## config.mk

```make
export PLATFORM = sky130hd
export DESIGN_NAME = ps2_keycode_rx
export DESIGN_NICKNAME = d
export VERILOG_FILES = /design/src/rtl/ps2_keycode_rx.sv
export SDC_FILE = /design/constraint.sdc
export NUM_CORES = 1
export LEC_CHECK = 0
export ABC_AREA = 1
export ABC_CLOCK_PERIOD_IN_PS = 2000
export BUFFER_PORTS_ARGS = -buffer_cell sky130_fd_sc_hd__clkbuf_2
export CAP_MARGIN = 20
export CORE_MARGIN = 8
export CORE_UTILIZATION = 55
export DETAILED_ROUTE_END_ITERATION = 6
export PLACE_DENSITY = 0.78
export SLEW_MARGIN = 5
export SYNTH_ARGS = -nofsm -noshare
export SYNTH_HDL_FRONTEND = slang
export SYNTH_SLANG_ARGS = --single-unit
```

## constraint.sdc

```tcl
create_clock -name clk -period 2 [get_ports clk]
set_input_delay 0.1 -clock clk [delete_from_list [all_inputs] [get_ports clk]]
set_output_delay 0.1 -clock clk [all_outputs]
set_load 0.03 [all_outputs]
```

## src/rtl/ps2_keycode_rx.sv

```systemverilog
// PS/2 keyboard receiver: synchronizes and filters the device clock, deframes
// 11-bit frames and folds E0/F0 prefixes into a 10-bit {break, ext, scan} code.
module ps2_keycode_rx #(
    parameter int FILTER_LEN     = 8,
    parameter int TIMEOUT_CYCLES = 50000
) (
    input  logic       clk,
    input  logic       rst,
    input  logic       ps2_clk,
    input  logic       ps2_data,
    output logic [9:0] keycode,
    output logic       keycode_valid,
    output logic       frame_err
);
    localparam int FW = $clog2(FILTER_LEN + 1);
    localparam int TW = $clog2(TIMEOUT_CYCLES + 1);
    localparam logic [FW-1:0] FILT_MAX = FW'(FILTER_LEN - 1);
    localparam logic [TW-1:0] TO_MAX   = TW'(TIMEOUT_CYCLES - 1);

    typedef enum logic [1:0] {S_IDLE, S_SHIFT, S_CHECK} state_t;
    state_t r_state, w_state_nxt;

    logic [1:0]    r_clk_sync, r_dat_sync;
    logic          r_clk_filt, r_clk_filt_d;
    logic [FW-1:0] r_filt_cnt;
    logic [3:0]    r_bitcnt;
    logic [TW-1:0] r_tcnt;
    logic [7:0]    r_shift;
    logic          r_par, r_stop, r_brk, r_ext;
    logic          w_strobe, w_data, w_good;
    logic          w_err, w_load, w_set_ext, w_set_brk, w_clr_flags;

    always_ff @(posedge clk or posedge rst) begin
        if (rst) begin
            r_clk_sync <= 2'b11;
            r_dat_sync <= 2'b11;
        end else begin
            r_clk_sync <= {r_clk_sync[0], ps2_clk};
            r_dat_sync <= {r_dat_sync[0], ps2_data};
        end
    end

    // Accept a new clock level only after it has held for FILTER_LEN cycles.
    always_ff @(posedge clk or posedge rst) begin
        if (rst) begin
            r_clk_filt   <= 1'b1;
            r_clk_filt_d <= 1'b1;
            r_filt_cnt   <= '0;
        end else begin
            r_clk_filt_d <= r_clk_filt;
            if (r_clk_sync[1] == r_clk_filt) begin
                r_filt_cnt <= '0;
            end else if (r_filt_cnt == FILT_MAX) begin
                r_clk_filt <= r_clk_sync[1];
                r_filt_cnt <= '0;
            end else begin
                r_filt_cnt <= r_filt_cnt + 1'b1;
            end
        end
    end

    assign w_strobe = r_clk_filt_d & ~r_clk_filt;
    assign w_data   = r_dat_sync[1];
    assign w_good   = (^{r_shift, r_par}) & r_stop;

    always_ff @(posedge clk or posedge rst) begin
        if (rst) r_state <= S_IDLE;
        else     r_state <= w_state_nxt;
    end

    always_comb begin
        w_state_nxt = r_state;
        w_err       = 1'b0;
        w_load      = 1'b0;
        w_set_ext   = 1'b0;
        w_set_brk   = 1'b0;
        w_clr_flags = 1'b0;
        case (r_state)
            S_IDLE: begin
                if (w_strobe && !w_data) w_state_nxt = S_SHIFT;
            end
            S_SHIFT: begin
                if (w_strobe) begin
                    if (r_bitcnt == 4'd9) w_state_nxt = S_CHECK;
                end else if (r_tcnt == TO_MAX) begin
                    w_err       = 1'b1;
                    w_clr_flags = 1'b1;
                    w_state_nxt = S_IDLE;
                end
            end
            S_CHECK: begin
                w_state_nxt = S_IDLE;
                if (!w_good) begin
                    w_err       = 1'b1;
                    w_clr_flags = 1'b1;
                end else if (r_shift == 8'hE0) begin
                    w_set_ext = 1'b1;
                end else if (r_shift == 8'hF0) begin
                    w_set_brk = 1'b1;
                end else begin
                    w_load      = 1'b1;
                    w_clr_flags = 1'b1;
                end
            end
            default: w_state_nxt = S_IDLE;
        endcase
    end

    always_ff @(posedge clk or posedge rst) begin
        if (rst) begin
            r_bitcnt      <= '0;
            r_tcnt        <= '0;
            r_shift       <= '0;
            r_par         <= 1'b0;
            r_stop        <= 1'b0;
            r_brk         <= 1'b0;
            r_ext         <= 1'b0;
            keycode       <= '0;
            keycode_valid <= 1'b0;
            frame_err     <= 1'b0;
        end else begin
            keycode_valid <= w_load;
            frame_err     <= w_err;
            if (w_load) keycode <= {r_brk, r_ext, r_shift};
            if (w_clr_flags) begin
                r_brk <= 1'b0;
                r_ext <= 1'b0;
            end else begin
                if (w_set_ext) r_ext <= 1'b1;
                if (w_set_brk) r_brk <= 1'b1;
            end
            case (r_state)
                S_IDLE: begin
                    if (w_strobe && !w_data) begin
                        r_bitcnt <= '0;
                        r_tcnt   <= '0;
                    end
                end
                S_SHIFT: begin
                    if (w_strobe) begin
                        r_tcnt   <= '0;
                        r_bitcnt <= r_bitcnt + 1'b1;
                        if (r_bitcnt < 4'd8)       r_shift[r_bitcnt[2:0]] <= w_data;
                        else if (r_bitcnt == 4'd8) r_par  <= w_data;
                        else                       r_stop <= w_data;
                    end else begin
                        r_tcnt <= r_tcnt + 1'b1;
                    end
                end
                default: ;
            endcase
        end
    end
endmodule

```

==> out/qor.yml <==
sta:
  setup-violations-final: 0
  slew_violations: 0
  post-route-period-util: 0.909
  finalSetupTns_ns: 0
  hold_viol: 0
  min_period_ns: 1.82
  worst_slew_margin_rel: 0.578
  skew_ns: 0.0103
  max_slew.worst_pin.slew_ns: 0.632
  fmax_mhz: 550
  rsz0062_at_grt: "no"
setup_path:
  path_max_fanout: 8
  crit_chain: "inv_1, ha_1, inv_1, nor2_2, nand2_1, nor2_4, a21oi_1, a31oi_1"
  crit_cells: 8
  required_ns: 2.23
  rr_worst_depth: 8
  crit_slowest_cell: "dfrtp_1"
  endpoint_kind: "register"
  crit_top_cell: "inv_1"
  worstSetupPathType: "reg2reg"
  crit_arrival_ns: 2.05
  path_buf_inv: 2
  startpoint_type: "register"
  cp_top_family: "simple AND/OR/NAND/NOR gates"
  max_stage_delay_ns: 0.42
drt:
  drc_errors: 0
  vias_per_cell: 5.41
  wl_per_cell_um: 12.7
  drtPass1Iterations: 5
  drt_iter0_drc: 217
  antenna_left: 0
  wirelength_um: 5770
  via_count: 2462
die:
  die_h_um: 89.6
  coreArea_um2: 5370
  placementRows: 27
  die_w_um: 89.6
  io_pins: 16
  dieArea_um2: 8040
  start_util: 0.555
job:
  cap_viol_max_count: 0
global_routing:
  grt_antenna_before_repair: 0
  overflow: 0
  grt_pass1_wl_um: 10100
  first_global_vias: 2293
  grtUsageTotal: 0.158
  grt_start_max_net_pins: 32
worst_hold_path:
  min_path_cells: 0
  hold_path.class: "reg2reg"
placement:
  gp_congestion: 0.834
  dpl.hpwl_um: 4250
  dpl.cell_count: 443
  port-buffer-count: 15
clocking:
  cts_buffers: 5
  path_clk_slew_ns: 0.10
  clockBufferDepth: 2
  post_cts_buffers: 0
  post_cts_resized: 0
  clk_latency_ns: 0.32
  h-tree-depth: 2
  clock_sinks: 56
  cts_tree: "yes"
  cts-root-buf: "clkbuf_8"
power_and_ir_drop:
  irDropWorstVdd_mv: 0.490
  p_leak_nw: 1.55
  p_per_area_nw_per_um2: 945
  total_power_w: 0.00309
run_status:
  status: "completed"
yosys:
  avgSynthCellArea_um2: 8.36
  syn_nets: 369
  synth_area_leader_cell: "dfrtp_1"
  yosys-top-cells-count: "nand2_1 (73), dfrtp_1 (50), inv_1 (39)"
  synthDistinctLibCells: 30
  synth_area_leaders: "dfrtp_1 (42%), nand2_1 (9.2%), dfstp_2 (5.3%), inv_1 (4.9%), nand3_1 (4.5%)"
  synth_area_um2: 2980
  synth_edf_count: 0
  yosysMostFrequentCell: "nand2_1"
  ys_ff_latch: 56
  ys_async_sr_fraction: 1.00
  ys_seq_area_frac: 0.472
  synth_top_area_frac: 0.419
  synth_ff_type: "dfrtp_1"
  synth_cells: 357
  ys_warn_count: 0
cells_and_area:
  fin_cells: 455
  layout.nets: 394
  drive_gt1_frac: 0.230
  n_fill_cell: 457
  antenna_cells: 0
  syn_to_final_growth_pct: 9.82
## per-stage QoR
stage	setup slack, ns	util	area, um^2	hold slack, ns
after CTS	0.185	0.608	3270	0.361
final	0.182	0.610	3280	0.352
after global placement	0.255	0.585	3140	0.187
after detailed placement	0.190	0.585	3140	0.190
after floorplan	0.481	-	2980	0.104
after global routing	0.0196	0.610	3280	0.362
## path summary, 6_finish.rpt
check / from / end / slack, ns
worst min-delay path: r_clk_sync[0] / r_clk_sync[1] / 0.35
min in group asynchronous: rst / keycode[5] / 0.40
max in group asynchronous: rst / r_tcnt[4] / 1.03
worst max register to register: r_state[1] / r_shift[7] / 0.18
worst min register to register: r_clk_sync[0] / r_clk_sync[1] / 0.35
worst max-delay path: r_state[1] / r_shift[7] / 0.18
## registers in the layout, indices dropped and copies added, names as in the netlist, 2 cells and up
signal      cells
r_filt_cnt      4
keycode        10
r_state         2
r_tcnt         16
r_shift         8
r_bitcnt        4
r_dat_sync      2
r_clk_sync      2
## layout make-up
class                      count  area, um^2  area share
inverter                      53         199      0.0607
multi-input combinational    245        1350       0.411
clock buffer                   5        68.8      0.0210
timing repair buffer          21         140      0.0428
clock inverter                 3        22.5     0.00688
sequential                    56        1410       0.430
tap                           72        90.1      0.0275
## cell families (layout without fill, tap and decap cells)
family / after synthesis / after routing / share of synthesized area
simple gates: 166 / 167 / 0.269
compound gates: 67 / 67 / 0.136
buf+inv: 57 / 82 / 0.0797
flops: 56 / 56 / 0.472
fa+ha+maj: 8 / 8 / 0.0336
xor+xnor: 3 / 3 / 0.00881
## where the power goes
group	internal (W)	leakage [nW]	total (W)	switching, W
sequential	0.00126	0.752	0.00137	0.000108
combinational	0.000346	0.752	0.00109	0.000744
clock	0.000252	0.0485	0.000638	0.000386
## repair_timing
item                                   in CTS  in global routing
setup endpoints to repair                   0                  1
hold buffers                                3                  0
endpoints found under the hold margin      26                  0
## metal layers
layer / vias up / global-route usage / wire length (um)
met5: - / 0 / 0
met4: 0 / 0.0498 / 80
met3: 7 / 0.0300 / 281
met2: 50 / 0.263 / 2820
met1: 1181 / 0.201 / 2590
li1: 1224 / - / -
## layout by cell type (no fill, tap or decap), drive strengths merged, types with 7 or more instances in the layout
cell and count:
a21oi 25, a31oi 12, clkbuf 20, dfrtp 50
ha 8, inv 53, nand2 89, nand3 31
nand4 7, nor2 30, o21ai 26
Note: power is estimated with default switching activity, not from simulation.
